### src/rtl/conv_quad_worker.sv
// rtl/conv_quad_worker.sv - one quadrant of a 3x3 valid convolution with ReLU/saturation
// Responds to the controller's en / sp_en / fin handshake; SRAMs are shared through the top-level mux.
module conv_quad_worker #(
  parameter int IMG_DIM  = 8,
  parameter int Q_DIM    = 3,
  parameter int ROW_BASE = 0,
  parameter int COL_BASE = 0,
  parameter int OUT_BASE = 0
) (
  input  logic        clk,
  input  logic        reset,
  input  logic        en,
  output logic        sp_en,
  output logic        fin,
  output logic [11:0] in_rd_addr,
  input  logic [15:0] in_rd_data,
  output logic [3:0]  wt_rd_addr,
  input  logic [15:0] wt_rd_data,
  output logic        out_wr_en,
  output logic [11:0] out_wr_addr,
  output logic [15:0] out_wr_data
);

  typedef enum logic [3:0] {
    IDLE, LOAD_W, DRAIN_W, READ_WIN, DRAIN, RESULT, WRITE, GAP, DONE
  } state_t;

  localparam logic [7:0] Q_LAST = 8'(Q_DIM - 1);
  localparam logic [7:0] Q_ROWS = 8'(Q_DIM);

  state_t             state_q, state_d;
  logic [7:0]         r_q, r_d, c_q, c_d;
  logic [3:0]         k_q, k_d, sel_q, sel_d;
  logic               pend_q, pend_d, wpend_q, wpend_d;
  logic signed [19:0] acc_q, acc_d;
  logic signed [7:0]  w_q [9];
  logic signed [7:0]  w_d [9];
  logic               fired_q, fired_d;
  logic               sp_en_q, sp_en_d, fin_q, fin_d, out_wr_en_q, out_wr_en_d;
  logic [11:0]        in_rd_addr_q, in_rd_addr_d, out_wr_addr_q, out_wr_addr_d;
  logic [3:0]         wt_rd_addr_q, wt_rd_addr_d;
  logic [15:0]        out_wr_data_q, out_wr_data_d;
  logic signed [15:0] pix16, wt16, prod;
  logic               unused_hi;

  assign unused_hi = ^{in_rd_data[15:8], wt_rd_data[15:8]};

  function automatic logic [11:0] win_addr(input logic [7:0] r, input logic [7:0] c,
                                           input logic [3:0] k);
    int row, col;
    row = ROW_BASE + int'(r) + int'(k) / 3;
    col = COL_BASE + int'(c) + int'(k) % 3;
    return 12'(row * IMG_DIM + col);
  endfunction

  function automatic logic [11:0] out_addr(input logic [7:0] r, input logic [7:0] c);
    return 12'(OUT_BASE + (ROW_BASE + int'(r)) * (IMG_DIM - 2) + COL_BASE + int'(c));
  endfunction

  function automatic logic [15:0] relu_sat(input logic signed [19:0] s);
    if (s < 20'sd0) return 16'd0;
    else if (s > 20'sd32767) return 16'h7fff;
    else return s[15:0];
  endfunction

  // A read presented on the bus is accepted only in a cycle with en=1; its data
  // is consumed the following cycle, so stalls simply hold the pending address.
  always_comb begin
    state_d       = state_q;
    r_d           = r_q;
    c_d           = c_q;
    k_d           = k_q;
    sel_d         = sel_q;
    pend_d        = 1'b0;
    wpend_d       = 1'b0;
    acc_d         = acc_q;
    w_d           = w_q;
    fired_d       = fired_q;
    sp_en_d       = 1'b0;
    fin_d         = 1'b0;
    out_wr_en_d   = 1'b0;
    in_rd_addr_d  = in_rd_addr_q;
    wt_rd_addr_d  = wt_rd_addr_q;
    out_wr_addr_d = out_wr_addr_q;
    out_wr_data_d = out_wr_data_q;
    pix16         = {{8{in_rd_data[7]}}, in_rd_data[7:0]};
    wt16          = {{8{w_q[sel_q][7]}}, w_q[sel_q]};
    prod          = pix16 * wt16;

    if (wpend_q) w_d[sel_q] = wt_rd_data[7:0];
    if (pend_q) acc_d = acc_q + {{4{prod[15]}}, prod};

    case (state_q)
      IDLE: begin
        if (en) begin
          state_d      = LOAD_W;
          k_d          = 4'd0;
          wt_rd_addr_d = 4'd0;
        end
      end
      LOAD_W: begin
        if (en) begin
          wpend_d = 1'b1;
          sel_d   = k_q;
          if (k_q == 4'd8) begin
            state_d = DRAIN_W;
          end else begin
            k_d          = k_q + 4'd1;
            wt_rd_addr_d = k_q + 4'd1;
          end
        end
      end
      DRAIN_W: begin
        state_d      = READ_WIN;
        r_d          = 8'd0;
        c_d          = 8'd0;
        k_d          = 4'd0;
        in_rd_addr_d = win_addr(8'd0, 8'd0, 4'd0);
      end
      READ_WIN: begin
        if (en) begin
          pend_d = 1'b1;
          sel_d  = k_q;
          if (k_q == 4'd0) acc_d = '0;
          if (k_q == 4'd8) begin
            state_d = DRAIN;
          end else begin
            k_d          = k_q + 4'd1;
            in_rd_addr_d = win_addr(r_q, c_q, k_q + 4'd1);
          end
        end
      end
      DRAIN: begin
        state_d = RESULT;
        sp_en_d = 1'b1;
      end
      RESULT: begin
        state_d       = WRITE;
        out_wr_en_d   = 1'b1;
        out_wr_addr_d = out_addr(r_q, c_q);
        out_wr_data_d = relu_sat(acc_q);
      end
      WRITE: begin
        state_d = GAP;
        if (c_q == Q_LAST) begin
          c_d = 8'd0;
          r_d = r_q + 8'd1;
        end else begin
          c_d = c_q + 8'd1;
        end
      end
      GAP: begin
        if (r_q == Q_ROWS) begin
          state_d = DONE;
        end else begin
          state_d      = READ_WIN;
          k_d          = 4'd0;
          in_rd_addr_d = win_addr(r_q, c_q, 4'd0);
        end
      end
      DONE: begin
        if (en && !fired_q) begin
          fin_d   = 1'b1;
          fired_d = 1'b1;
        end
      end
      default: state_d = IDLE;
    endcase
  end

  always_ff @(posedge clk) begin
    if (!reset) begin
      state_q       <= IDLE;
      r_q           <= '0;
      c_q           <= '0;
      k_q           <= '0;
      sel_q         <= '0;
      pend_q        <= 1'b0;
      wpend_q       <= 1'b0;
      acc_q         <= '0;
      w_q           <= '{default: '0};
      fired_q       <= 1'b0;
      sp_en_q       <= 1'b0;
      fin_q         <= 1'b0;
      out_wr_en_q   <= 1'b0;
      in_rd_addr_q  <= '0;
      wt_rd_addr_q  <= '0;
      out_wr_addr_q <= '0;
      out_wr_data_q <= '0;
    end else begin
      state_q       <= state_d;
      r_q           <= r_d;
      c_q           <= c_d;
      k_q           <= k_d;
      sel_q         <= sel_d;
      pend_q        <= pend_d;
      wpend_q       <= wpend_d;
      acc_q         <= acc_d;
      w_q           <= w_d;
      fired_q       <= fired_d;
      sp_en_q       <= sp_en_d;
      fin_q         <= fin_d;
      out_wr_en_q   <= out_wr_en_d;
      in_rd_addr_q  <= in_rd_addr_d;
      wt_rd_addr_q  <= wt_rd_addr_d;
      out_wr_addr_q <= out_wr_addr_d;
      out_wr_data_q <= out_wr_data_d;
    end
  end

  assign sp_en       = sp_en_q;
  assign fin         = fin_q;
  assign in_rd_addr  = in_rd_addr_q;
  assign wt_rd_addr  = wt_rd_addr_q;
  assign out_wr_en   = out_wr_en_q;
  assign out_wr_addr = out_wr_addr_q;
  assign out_wr_data = out_wr_data_q;

endmodule

### config.mk
export PLATFORM = sky130hd
export DESIGN_NAME = conv_quad_worker
export DESIGN_NICKNAME = d
export VERILOG_FILES = /design/src/rtl/conv_quad_worker.sv
export SDC_FILE = /design/constraint.sdc
export NUM_CORES = 1
export LEC_CHECK = 0
export BUFFER_PORTS_ARGS = -buffer_cell sky130_fd_sc_hd__buf_2
export CAP_MARGIN = 20
export CORE_ASPECT_RATIO = 1.4
export CORE_MARGIN = 1.5
export CORE_UTILIZATION = 61
export DETAILED_ROUTE_END_ITERATION = 6
export PLACE_DENSITY = 0.91
export SKIP_LAST_GASP = 1
export SYNTH_ARGS = -nofsm -noshare
export SYNTH_HDL_FRONTEND = slang
export SYNTH_SLANG_ARGS = --single-unit
### constraint.sdc
create_clock -name clk -period 9.47 [get_ports clk]
set_clock_uncertainty 0.15 [all_clocks]
set_input_delay 0.4735 -clock clk [delete_from_list [all_inputs] [get_ports clk]]
set_output_delay 0.4735 -clock clk [all_outputs]
set_load 0.03 [all_outputs]
# Word-level counts from Yosys, hierarchy flattened
# Cells that the tools add are included.
[word_totals] ff_bits=170 in_bits=35 out_inout_bits=47 word_cells=123
[op_classes] add_sub_neg=9 mul=2 n_div=2 order_cmp=4 eq_ne=22 muxes=37 bitwise=2 n_reduce_logical=20
[op_table] op="2-to-1 mux 20 bit" count=4
[op_table] op="bitwise mux 72 bit" count=1
[op_table] op="2-to-1 mux 4 bit" count=10
[op_table] op="2-to-1 mux 8 bit" count=5
[op_table] op="2-to-1 mux 12 bit" count=3
[op_table] op="one-hot mux 12 bit (3 select lines)" count=1
[op_table] op="one-hot mux 4 bit (9 select lines)" count=1
[op_table] op="binary-select mux 8 bit (select 4 bit)" count=1
[op_table] op="demux 8 bit (select 4 bit)" count=1
[op_table] op="divider 5 x 3 -> 32 bit (second input constant)" count=1
[op_table] op="remainder unit 5 x 3 -> 32 bit (second input constant)" count=1
[op_table] op="2-to-1 mux 16 bit" count=2
[op_table] op="one-hot mux 8 bit (2 select lines)" count=2
[op_table] op="adder 11 x 8 -> 12 bit" count=2
[op_table] op="adder 20 bit" count=1
[op_table] op="greater-than comparator 20 x 16 -> 1 bit (second input constant)" count=1
[op_table] op="less-than comparator 20 x 1 -> 1 bit (second input constant)" count=1
[op_table] op="!= test 2 bit (second input constant)" count=10
[op_table] op="adder 8 x 1 -> 8 bit (second input constant)" count=2
[op_table] op="== test 4 x 3 -> 1 bit (second input constant)" count=4
[op_table] op="== test 8 x 2 -> 1 bit (second input constant)" count=2
[op_table] op="multiplier 8 x 8 -> 16 bit" count=1
[op_table] op="one-hot mux 4 bit (4 select lines)" count=1
[op_table] op="adder 12 bit" count=1
[op_table] op="25 further kinds" count=39

# Depth between registers and ports, before layout
[logic_depth] depth_word=10 ltp_mapped=30 mapped_depth_nobuf=29

# Least setup slack after synthesis
# OpenSTA, ideal clock, no wires.
[synth_timing] path_kind="reg-to-reg" from="register sel_q[0]" to="register acc_q[19]" setup_ns=0.059 arrival_ns=6.903 path_slack_ns=2.358 path_stages_with_launch=28 path_buffers=2 path_cell_list="dfxtp_1 -> buf_2 -> buf_2 -> mux4_2 -> a22oi_1 -> o22ai_1 -> and2_1 -> fa_1 -> fa_1 -> inv_1 -> fa_1 -> fa_1 -> inv_1 -> ha_1 -> a21o_1 -> a21oi_1 -> o21bai_1 -> a21oi_1 -> o21ai_0 -> o311ai_0 -> ha_1 -> a21oi_1 -> nand2_1 -> a2111oi_0 -> o21a_1 -> o2111ai_1 -> a211o_1 -> nand2_1"
[synth_between] elab_chain_len=10
[synth_lines] item="from (decl)" line="33" rtl="logic [3:0] k_q, k_d, sel_q, sel_d;"
[synth_lines] item="from (signal assigned)" line="195" rtl="sel_q <= sel_d;"
[synth_lines] item="NOT 4 -> 5 bit (not written as such) (*)" line="87" rtl="wt16 = {{8{w_q[sel_q][7]}}, w_q[sel_q]};"
[synth_lines] item="binary-select mux 8 bit (select 4 bit) (*)" line="87"
[synth_lines] item="2-to-1 mux 8 bit (not written as such) (*) (2 in series)" line="87"
[synth_lines] item="multiplier 8 x 8 -> 16 bit (*)" line="88" rtl="prod = pix16 * wt16;"
[synth_lines] item="adder 20 bit (*)" line="91" rtl="if (pend_q) acc_d = acc_q + {{4{prod[15]}}, prod};"
[synth_lines] item="2-to-1 mux 20 bit (*)" line="91"
[synth_lines] item="2-to-1 mux 20 bit" line="124" rtl="if (k_q == 4'd0) acc_d = '0;"
[synth_lines] item="2-to-1 mux 20 bit" line="121" rtl="if (en) begin"
[synth_lines] item="2-to-1 mux 20 bit (*)" line="93" rtl="case (state_q)"
[synth_lines] item="to (signal assigned)" line="180" rtl="acc_q <= '0;"
[synth_lines] item="to (signal assigned)" line="198" rtl="acc_q <= acc_d;"
[synth_lines] item="to (decl)" line="35" rtl="logic signed [19:0] acc_q, acc_d;"
# Mark *: on every way between the ends. The rest lies on a longest branch, timed or not. The select of a mux whose other input is x is not followed.
# A chain may end at the register's enable or synchronous reset.

# Worst setup path after layout
# Same ends and word-level chain as after synthesis.

==> implementation parameters <==
Parameter                              Value

Timing
  Tightest slew margin relative to the limit    28.85%
  Achievable clock frequency    roughly 0.12 GHz
  Fin. max-slew vios    0
  Minimum clock period after layout    roughly 8.4 ns
  Post-route clock period utilization    between 80% and 90%
  # setup viols final    0
  Final hold violation count    0
  Pin slew with the least headroom to its limit    ~1.1 ns
  Final total negative setup slack    0 ns
  Unrepaired setup endpoints after global routing    false

Floorplanning
  Die Wd    roughly 120 microns
  Die height    roughly 170 microns
  Die outline area    approximately 0.022 sq mm
  I/O Pins    82
  Site Rows    between 60 and 70
  Core area    0.02040 sq mm
  Effective utilization at floorplan    a little over 60%

Route
  Final ANT Viol Nets    0
  Via density per instance    between 6 and 7
  Wirelength per Cell    ~18 microns
  Post-detailed-route DRC marker count    15
  Initial DRC count    between 1000 and 1500
  DRT Pass-1 Iters    7
  Via count    roughly 11000
  Wire length after detailed routing    31.86 mm

Synth
  Post-synthesis cell type with the largest combined area    sky130_fd_sc_hd__dfxtp_1
  Number of distinct library cells after synthesis    76
  Yosys warnings    0
  Net count after synthesis    roughly 1700
  Avg Inst Size Synth    8.655 sq um
  Number of flops mapped to enable cells by yosys    0
  Fraction of post-synthesis cell area in the top cell type by area    between 20 and 30%
  Sequential share of the synthesized area    26.90%
  Mapped Area    approximately 0.013 sq mm
  Share of the synthesized netlist area taken by xor and xnor gates    under 10%
  FFs w/ async S/R, synth    0%
  Adder-cell share of the synthesized area    roughly 20%
  Ys flop type    sky130_fd_sc_hd__dfxtp_1
  Dominant combinational cell family by area after synthesis    adder cells
  Post-synthesis sequential element count    between 150 and 200
  Main area contributors after synthesis    sky130_fd_sc_hd__dfxtp_1 27%, sky130_fd_sc_hd__fa_1 10%, sky130_fd_sc_hd__ha_1 9.8%, sky130_fd_sc_hd__mux2i_1 6.6%, sky130_fd_sc_hd__nor2_1 5.9%
  Post-synthesis share of cell area spent on and, or, nand and nor gates    approximately 18%
  Complex-gate fraction of the synthesized area    14.84%
  Post-synthesis mux area share    approximately a tenth
  Gate count of the mapped netlist    ~1500

Power
  Total Power Consumption    between 1.5 and 2 mW
  Reg power frac    a little over two fifths
  Share of total power in the clock network    38.4%
  Pleak    6.239 nW
  Psw    between 0.5 and 0.6 mW
  Combinational Power Share    between 10% and 20%
  Internal power contribution    roughly 1.2 mW
  Cell area power density    between 100 and 150 mW/mm^2
  Sw Ratio    approximately 31%
  VDD IR max    around 130 uV

Placement
  Gp weighted congestion    about 0.96
  Number of I/O port buffers    65
  Placed wire-length estimate after detailed placement    22.36 mm
  Post-placement cell area    around 0.013 sq mm
  Number of instances in the placed design    1719

Min path
  Start point of the worst min-delay path    en
  Endpoint of the worst hold path    pend_q
  Hold crit path type    in -> reg
  Number of cells on the worst hold path    3

Setup path
  Buffers plus inverters on the worst setup path    3
  Endpoint arrival time on the critical path    just under 9 ns
  Family with the most delay on the worst path    compound AO/OA/AOI/OAI gates
  Type of destination of the critical path    flip-flop
  Crit-path max FO    25
  Flop-to-flop setup slack    1.04 ns
  Type of origin of the critical path    flip-flop
  Reg2Reg Depth    25
  Data required time of the critical path    9.70 ns
  Cell mode on critical path    sky130_fd_sc_hd__fa_1
  Longest individual stage delay on the worst path    between 0.7 and 0.8 ns
  Reg-to-Reg End    acc_q[19]
  Critical path's slowest cell    sky130_fd_sc_hd__o22ai_1
  Crit Path Class    reg -> reg
  Beginning of the worst register-to-register path    sel_q[0]

CTS
  Hold-fix buffers at CTS    0
  Clock Tree Buf Depth    2
  Number of clock buffers inserted by TritonCTS    17
  TritonCTS clock tree    yes
  Reg clk slew, reported paths    about 0.07 ns
  Clock insertion delay at the later pin of the skew report    0.44 ns
  H-tree level count    4
  Buffers inserted by post-CTS timing repair    0
  Resized Gates After CTS    0
  Sinks on the clock net    170
  Master cell of the clock root buffer    sky130_fd_sc_hd__clkbuf_16

Final layout
  Number of antenna repair diodes    0
  Most used cells in the layout excluding fill and tap cells    199 x sky130_fd_sc_hd__nor2_1, 170 x sky130_fd_sc_hd__dfxtp_1, 124 x sky130_fd_sc_hd__inv_1
  Final core utilization    roughly 67%
  Count of non-filler cells in the finished layout    around 1800
  Layout net count    between 1500 and 2000
  Most common cell after layout, fill and taps aside    sky130_fd_sc_hd__nor2_1
  Area growth from synthesis to layout    8.128%
  Cell area after layout    between 0.01 and 0.015 sq mm
  Share of cells above drive strength 1    9.024%

Outcome
  Failing checks    design-rule violations
  Status    finished with violations

Global routing
  Peak-usage layer in the global routing report    met2
  GRT Residual Overflow    0
  Met3 Resource Use GR    around 4.5%
  First-pass GRT wire length    about 53 mm
  Antenna violations before repair    0
  Met1 global-route usage    roughly a third
  Overall routing resource usage    between 20% and 30%
  Met2 layer usage reported by global route    around 52%
  Largest net degree at the start of global routing    93
  Number of global-route vias before repair    about 11000

Job
  Max-capacitance violation count    0
worst reg2reg max path: cells and delay by family (launching register included):
family                     cells  cell delay [ns]
and+or+nand+nor                4             1.10
AOI/OAI and AO/OA             12             3.67
buffers and inverters          3             0.37
DFF                            1             0.31
adders and majority gates      6             2.77
cells by family (layout without fill, tap and decap cells):
group | Yosys count | in the layout
buf+inv | 197 | 231
flops | 170 | 170
compound gates | 287 | 287
simple gates | 476 | 476
xor+xnor | 67 | 67
mux | 100 | 100
fa+ha+maj | 165 | 165
state kept, by name, indices dropped and copies added (netlist names):
register and cells:
sel_q 4, out_wr_en 1, k_q 4, w_q 72, wpend_q 1, sp_en 1, out_wr_addr 12, c_q 8
out_wr_data 16, in_rd_addr 12, state_q 4, acc_q 20, r_q 8, pend_q 1, fired_q 1, wt_rd_addr 4
fin 1
metal layers:
layer  part of all wire [%]  vias up  wire length, microns
met3                    6.3      154                  2016
met5                      0        -                     0
met1                     37     5240                 11750
li1                       -     5077                     -
met2                     51      538                 16340
met4                    5.5        0                  1743
final cells by class:
type | instances | area [sq um]
Sequential cell | 170 | 3403
Clock buffer | 21 | 470.5
Tap cell | 256 | 320.3
Timing Repair Buffer | 73 | 405.4
Inverter | 126 | 479.2
Fill cell | 1496 | 6720
Multi-Input combinational cell | 1095 | 8492
Clock inverter | 11 | 111.4
stage by stage:
| step | setup slack, ns | hold slack [ns] |
|---|---|---|
| after detailed placement | 1.251 | 0.2963 |
| final | 1.039 | 0.2596 |
| after CTS | 1.024 | 0.2348 |
| after global routing | 0.6281 | 0.2745 |
| after floorplan | 2.358 | 0.2592 |
| after global placement | 1.565 | 0.2749 |
cells in the mapped netlist (all sizes together) (19+ instances only):
cell	count
dfxtp	170
nand2	88
buf	19
o21ai	55
nor3	48
xnor2	53
a21oi	88
clkbuf	52
mux2i	83
inv	126
fa	66
nor2	199
ha	99
and2	38
a21o	19
how the worst max path moves through the flow:
stage,endpoint,startpoint,depth (start not counted),slack [ns]
after floorplan,acc_q[19],sel_q[0],27,2.36
after global placement,acc_q[19],sel_q[1],24,1.56
after detailed placement,acc_q[19],sel_q[1],24,1.25
after CTS,acc_q[19],sel_q[1],24,1.02
after global routing,acc_q[19],sel_q[0],25,0.63
final,acc_q[19],sel_q[0],25,1.04
power groups by stage:
stage	Sequential, mW	Combinational [mW]	Clock, mW
after detailed placement	0.767	0.348	0
final	0.752	0.356	0.690
after CTS	0.751	0.352	0.691
after floorplan	0.777	0.253	0
after global routing	0.754	0.392	0.720
after global placement	0.766	0.333	0
No activity file was read; power rests on OpenSTA's default activity.
